File: config.mk
export PLATFORM = sky130hd
export DESIGN_NAME = serial_tx
export DESIGN_NICKNAME = d
export VERILOG_FILES = /design/src/rtl/serial_pkg.sv /design/src/rtl/bit_timer.sv /design/src/rtl/serial_tx.sv
export SDC_FILE = /design/constraint.sdc
export NUM_CORES = 1
export LEC_CHECK = 0
export CORE_UTILIZATION = 48
export DETAILED_ROUTE_END_ITERATION = 6
export PLACE_DENSITY = 0.76
export SETUP_SLACK_MARGIN = 0.2
export SYNTH_ARGS = -nofsm -noshare
export SYNTH_HDL_FRONTEND = slang
export SYNTH_HIERARCHICAL = 1
export SYNTH_SLANG_ARGS = --single-unit
export TNS_END_PERCENT = 10
File: constraint.sdc
create_clock -name clock -period 3.61 [get_ports clock]
set_input_delay 0.361 -clock clock [delete_from_list [all_inputs] [get_ports clock]]
set_output_delay 0.361 -clock clock [all_outputs]
set_load 0.005 [all_outputs]
File: src/rtl/serial_pkg.sv
// Shared types and line levels for the serial link (transmitter now, receiver later).
package serial_pkg;

  typedef enum logic [2:0] {
    IDLE   = 3'd0,
    START  = 3'd1,
    DATA   = 3'd2,
    PARITY = 3'd3,
    STOP   = 3'd4
  } tx_state_t;

  localparam logic LINE_IDLE   = 1'b1;
  localparam logic START_LEVEL = 1'b0;
  localparam logic STOP_LEVEL  = 1'b1;

endpackage

File: src/rtl/bit_timer.sv
// Bit-period timer: counts 0..DIV-1 while enabled and flags the wrap cycle with tick.
module bit_timer #(
  parameter int DIV = 4
) (
  input  logic clock,
  input  logic reset_L,
  input  logic en,
  input  logic clear,
  output logic tick
);

  localparam int            TW   = (DIV > 1) ? $clog2(DIV) : 1;
  localparam logic [TW-1:0] LAST = TW'(DIV - 1);

  logic [TW-1:0] count_q;
  logic [TW-1:0] count_d;
  logic          at_wrap;

  assign at_wrap = (count_q == LAST);
  assign tick    = en & at_wrap;

  // Next count: clear wins, otherwise advance and wrap while enabled.
  always_comb begin
    count_d = count_q;
    if (clear) begin
      count_d = '0;
    end else if (en) begin
      if (at_wrap) begin
        count_d = '0;
      end else begin
        count_d = count_q + TW'(1);
      end
    end else begin
      count_d = count_q;
    end
  end

  // Count register with synchronous active-low reset.
  always_ff @(posedge clock) begin
    if (!reset_L) begin
      count_q <= '0;
    end else begin
      count_q <= count_d;
    end
  end

endmodule

File: src/rtl/serial_tx.sv
// Parallel-to-serial frame transmitter: start, data LSB first, optional even parity, stop.
// Optional parity bit is enabled by defining SERIAL_TX_PARITY_EN.
module serial_tx
  import serial_pkg::*;
#(
  parameter int WIDTH = 8,
  parameter int DIV   = 4
) (
  input  logic             clock,
  input  logic             reset_L,
  input  logic [WIDTH-1:0] data,
  input  logic             valid,
  output logic             ready,
  output logic             serial_out,
  output logic             busy,
  output logic             done
);

  localparam int            BW       = (WIDTH > 1) ? $clog2(WIDTH) : 1;
  localparam logic [BW-1:0] LAST_BIT = BW'(WIDTH - 1);

  tx_state_t        state_q, state_d;
  logic [BW-1:0]    bit_cnt_q, bit_cnt_d;
  logic [WIDTH-1:0] shift_q, shift_d;
  logic             serial_out_q, serial_out_d;
  logic             busy_q, busy_d;
  logic             done_q, done_d;
  logic             tick;
  tx_state_t        after_data;

`ifdef SERIAL_TX_PARITY_EN
  logic parity_q, parity_d;

  function automatic logic even_parity(input logic [WIDTH-1:0] w);
    return ^w;
  endfunction

  assign after_data = PARITY;
`else
  assign after_data = STOP;
`endif

  // The timer is held at zero in IDLE so every frame starts on a fresh bit period.
  bit_timer #(.DIV(DIV)) u_timer (
    .clock   (clock),
    .reset_L (reset_L),
    .en      (busy_q),
    .clear   (state_q == IDLE),
    .tick    (tick)
  );

  // Next-state, shift register and bit counter.
  always_comb begin
    state_d   = state_q;
    bit_cnt_d = bit_cnt_q;
    shift_d   = shift_q;
    done_d    = 1'b0;
    case (state_q)
      IDLE: begin
        if (valid) begin
          state_d   = START;
          shift_d   = data;
          bit_cnt_d = '0;
        end else begin
          state_d = IDLE;
        end
      end
      START: begin
        if (tick) begin
          state_d = DATA;
        end else begin
          state_d = START;
        end
      end
      DATA: begin
        if (tick) begin
          shift_d = shift_q >> 1;
          if (bit_cnt_q == LAST_BIT) begin
            bit_cnt_d = '0;
            state_d   = after_data;
          end else begin
            bit_cnt_d = bit_cnt_q + BW'(1);
          end
        end else begin
          state_d = DATA;
        end
      end
`ifdef SERIAL_TX_PARITY_EN
      PARITY: begin
        if (tick) begin
          state_d = STOP;
        end else begin
          state_d = PARITY;
        end
      end
`endif
      STOP: begin
        if (tick) begin
          state_d = IDLE;
          done_d  = 1'b1;
        end else begin
          state_d = STOP;
        end
      end
      default: begin
        state_d = IDLE;
      end
    endcase
  end

  // Outputs are decoded from the next state so they register in step with it.
  always_comb begin
    busy_d       = (state_d != IDLE);
    serial_out_d = LINE_IDLE;
    case (state_d)
      IDLE:   serial_out_d = LINE_IDLE;
      START:  serial_out_d = START_LEVEL;
      DATA:   serial_out_d = shift_d[0];
`ifdef SERIAL_TX_PARITY_EN
      PARITY: serial_out_d = parity_q;
`endif
      STOP:   serial_out_d = STOP_LEVEL;
      default: serial_out_d = LINE_IDLE;
    endcase
  end

`ifdef SERIAL_TX_PARITY_EN
  // Parity is computed once from the word at the accepting edge.
  always_comb begin
    if ((state_q == IDLE) && valid) begin
      parity_d = even_parity(data);
    end else begin
      parity_d = parity_q;
    end
  end

  // Parity register.
  always_ff @(posedge clock) begin
    if (!reset_L) begin
      parity_q <= 1'b0;
    end else begin
      parity_q <= parity_d;
    end
  end
`endif

  // State and output registers with synchronous active-low reset.
  always_ff @(posedge clock) begin
    if (!reset_L) begin
      state_q      <= IDLE;
      bit_cnt_q    <= '0;
      shift_q      <= '0;
      serial_out_q <= LINE_IDLE;
      busy_q       <= 1'b0;
      done_q       <= 1'b0;
    end else begin
      state_q      <= state_d;
      bit_cnt_q    <= bit_cnt_d;
      shift_q      <= shift_d;
      serial_out_q <= serial_out_d;
      busy_q       <= busy_d;
      done_q       <= done_d;
    end
  end

  assign ready      = ~busy_q;
  assign serial_out = serial_out_q;
  assign busy       = busy_q;
  assign done       = done_q;

endmodule

==> metrics.md <==
| Metric | Value |
|---|---|
| Status | complete, no violations |
| Worst hold path type | reg2reg |
| First-pass GRT wire length | 2.849 mm |
| Async SR Flop Fraction | 0 |
| Peak fanout along the critical path | 9 |
| Hpwl dp | 1.184 mm |
| Hold Crit Start | shift_q[2] |
| Root Buffer | clkbuf_4 |
| Total die area | 2125 µm² |
| R2R Setup Slk | 1.82 ns |
| CP dominant cell by count | and2_1 |
| WL final | 1.702 mm |
| Core area | 1783 µm² |
| Remaining antenna violation count after routing | 0 |
| Drc violations | 0 |
| Max-slew headroom | 0.6103 |
| GRT overflow | 0 |
| P per Cell Area | 355.9 nW/µm² |
| Reg-to-reg endpoint | serial_out |
| Sequential power share | 0.584 |
| Mean post-synth cell area | 9.151 µm² |
| Buffers on Ports | 14 |
| Slew at the pin with the worst max-slew slack | 0.5820 ns |
| CTS H-tree depth | 1 |
| Switching Power | 97.57 µW |
| CTS tree | yes |
| Die Y | 46.10 µm |
| Crit path capture type | flip-flop |
| RSZ-0062 raised after global routing | false |
| Drt first pass iters | 4 |
| Depth of the worst register-to-register path | 6 |
| Post CTS Setup Buffer Count | 0 |
| Hold Path End | shift_q[2] |
| DR WL/cell | 12.16 µm |
| Number of gates resized after cts | 0 |
| Number of distinct library cells after synthesis | 34 |
| Num CTS Buffers | 3 |
| Synth Flop Type | dfxtp_1 |
| Layout area overhead | 16.76% |
| Syn Std Cell Area | 933.4 µm² |
| Routability-driven placement congestion ratio | 0.8510 |
| Setup TNS | 0 ns |
| CP Launch Type | flip-flop |
| Clk sinks | 19 |
| Final Hold Viols | 0 |
| Final core utilization | 0.6112 |
| 1st-iter DRT viols | 15 |
| Peak Freq | 559.9 MHz |
| Dpl ws | 1.642 ns |
| CP Class | reg2reg |
| Clock Path Buffers | 2 |
| CP peak stage delay | 0.34 ns |
| Metal3 WL | 75 µm |
| Reg-to-reg startpoint | u_timer/count_q[0] |
| Share of cells above drive strength 1 | 0.08696 |
| Count leader, synth | dfxtp_1 |
| Synth area leaders | dfxtp_1, a21oi_1, a22oi_1, ha_1, nor2_1 |
| Cts hold-fix bufs | 0 |
| # setup viols final | 0 |
| Count of warnings emitted by yosys | 6 |
| Switching Fraction | 0.2516 |
| Vias per inst | 5.629 |
| Max Cap Violations | 0 |
| Part of the power in the clock network | 0.279 |
| Initial Util | 0.5235 |
| Leading cell types by count after synthesis | dfxtp_1, a21oi_1, nor2_1 |
| Routed met2 length | 799 µm |
| Fin worst setup slack | 1.824 ns |
| Top Metal Used | met4 |
| Yosys top cell area share | 0.4075 |
| Met1 wire length | 793 µm |
| Worst skew pair latency | 0.30 ns |
| Tmin final | 1.786 ns |
| Comb power frac | 0.137 |
| Cell depth of the worst hold path | 2 |
| P_leak | 0.0003989 µW |
| Peak VDD IR | 0.2447 mV |
| #FFs+latches synth | 19 |
| Int Power | 290.3 µW |
| Worst-path clk slew | 0.11 ns |
| Layout fillers | 163 |
| Min Hold Slack | 0.4623 ns |
| Die width | 46.10 µm |
| Largest net degree at the start of global routing | 17 |
| Vias in the first global route | 705 |
| N_diodes | 0 |
| Seq/Total Area, Yosys | 0.4075 |
| Syn nets | 116 |
| Cells after synthesis | 102 |
| Final period util | 0.4947 |
| DR vias | 788 |
| Worst Skew | 0.005282 ns |
| CP max stage cell | dfxtp_1 |
| GRT Resource Usage Total | 0.1886 |
| Critical Path RT | 3.78 ns |
| EDFF count, synth | 0 |
| Dominant cell type by area after synthesis | dfxtp_1 |
| Initial antenna violation count | 0 |
| # IOs | 15 |
| Crit path cell chain | ha_1, and2_1, and4bb_4, and2_1, o31ai_1, o2111ai_1 |
| Final nets | 130 |
| Max Slew Vio Count | 0 |
| Critical Path Start | u_timer/count_q[0] |
| CP arrival | 1.95 ns |
| Cell Rows | 15 |
==> per-stage QoR <==
step	instances	power, µW	instance area [µm²]
floorplan	102	262.2	933.4
global placement	136	283.0	1062
detailed placement	136	284.1	1062
CTS	140	391.3	1090
global route	140	408.9	1090
finish	140	387.8	1090
==> flip-flops by register name, summed over array words and instances (netlist names) <==
register and count:
shift_q 8, bit_cnt_q 3, state_q 3, u_timer/count_q 2, busy 1, done 1, serial_out 1
==> metal layers <==
layer,global-route usage,vias to the layer above
met5,0,-
met4,0.1235,0
met3,0.05098,5
met2,0.3042,23
met1,0.2169,373
li1,-,387
==> power by group through the flow <==
stage / Clock [µW] / Sequential (µW) / Combinational (µW)
2_1_floorplan: 0 / 228 / 34.3
3_3_place_gp: 0 / 231 / 52.0
3_5_place_dp: 0 / 231 / 52.8
4_1_cts: 112 / 227 / 53.1
5_1_grt: 123 / 228 / 58.4
6_report: 108 / 226 / 53.0
==> cell families after synthesis <==
logic type      share of synthesized area
flops                              0.4075
fa+ha+maj                         0.04022
compound gates                     0.1796
buf+inv                           0.06567
simple gates                       0.2748
mux                               0.03217
==> worst max path at each step <==
stage | slack, ns | endpoint
floorplan | 1.94 | serial_out
global placement | 1.69 | bit_cnt_q[1]
detailed placement | 1.64 | bit_cnt_q[1]
CTS | 1.83 | serial_out
global route | 1.73 | serial_out
finish | 1.82 | serial_out
==> layout by cell type, fill, tap and decap left out, drive strengths merged, types with 4 or more instances in the layout <==
master	instances
dfxtp	19
clkdlybuf4s50	14
a21oi	10
nor2	10
nand2	8
a22oi	7
nor3	5
inv	5
o21ai	4
==> final cells by class <==
type / count / area, µm² / area share
Clock buffer: 3 / 22.52 / 0.02067
Clock inverter: 1 / 5.005 / 0.004592
Inverter: 5 / 18.77 / 0.01722
Multi-Input combinational cell: 73 / 491.7 / 0.4512
Sequential cell: 19 / 380.4 / 0.3490
Tap cell: 25 / 31.28 / 0.02870
Timing Repair Buffer: 14 / 140.1 / 0.1286
==> worst max-delay path, delay by kind of cell (launching register included) <==
kind	cells	cell delay [ns]
compound gates	2	0.38
fa+ha+maj	1	0.20
flops	1	0.34
simple gates	3	0.72
(Power assumes the default switching activity.)
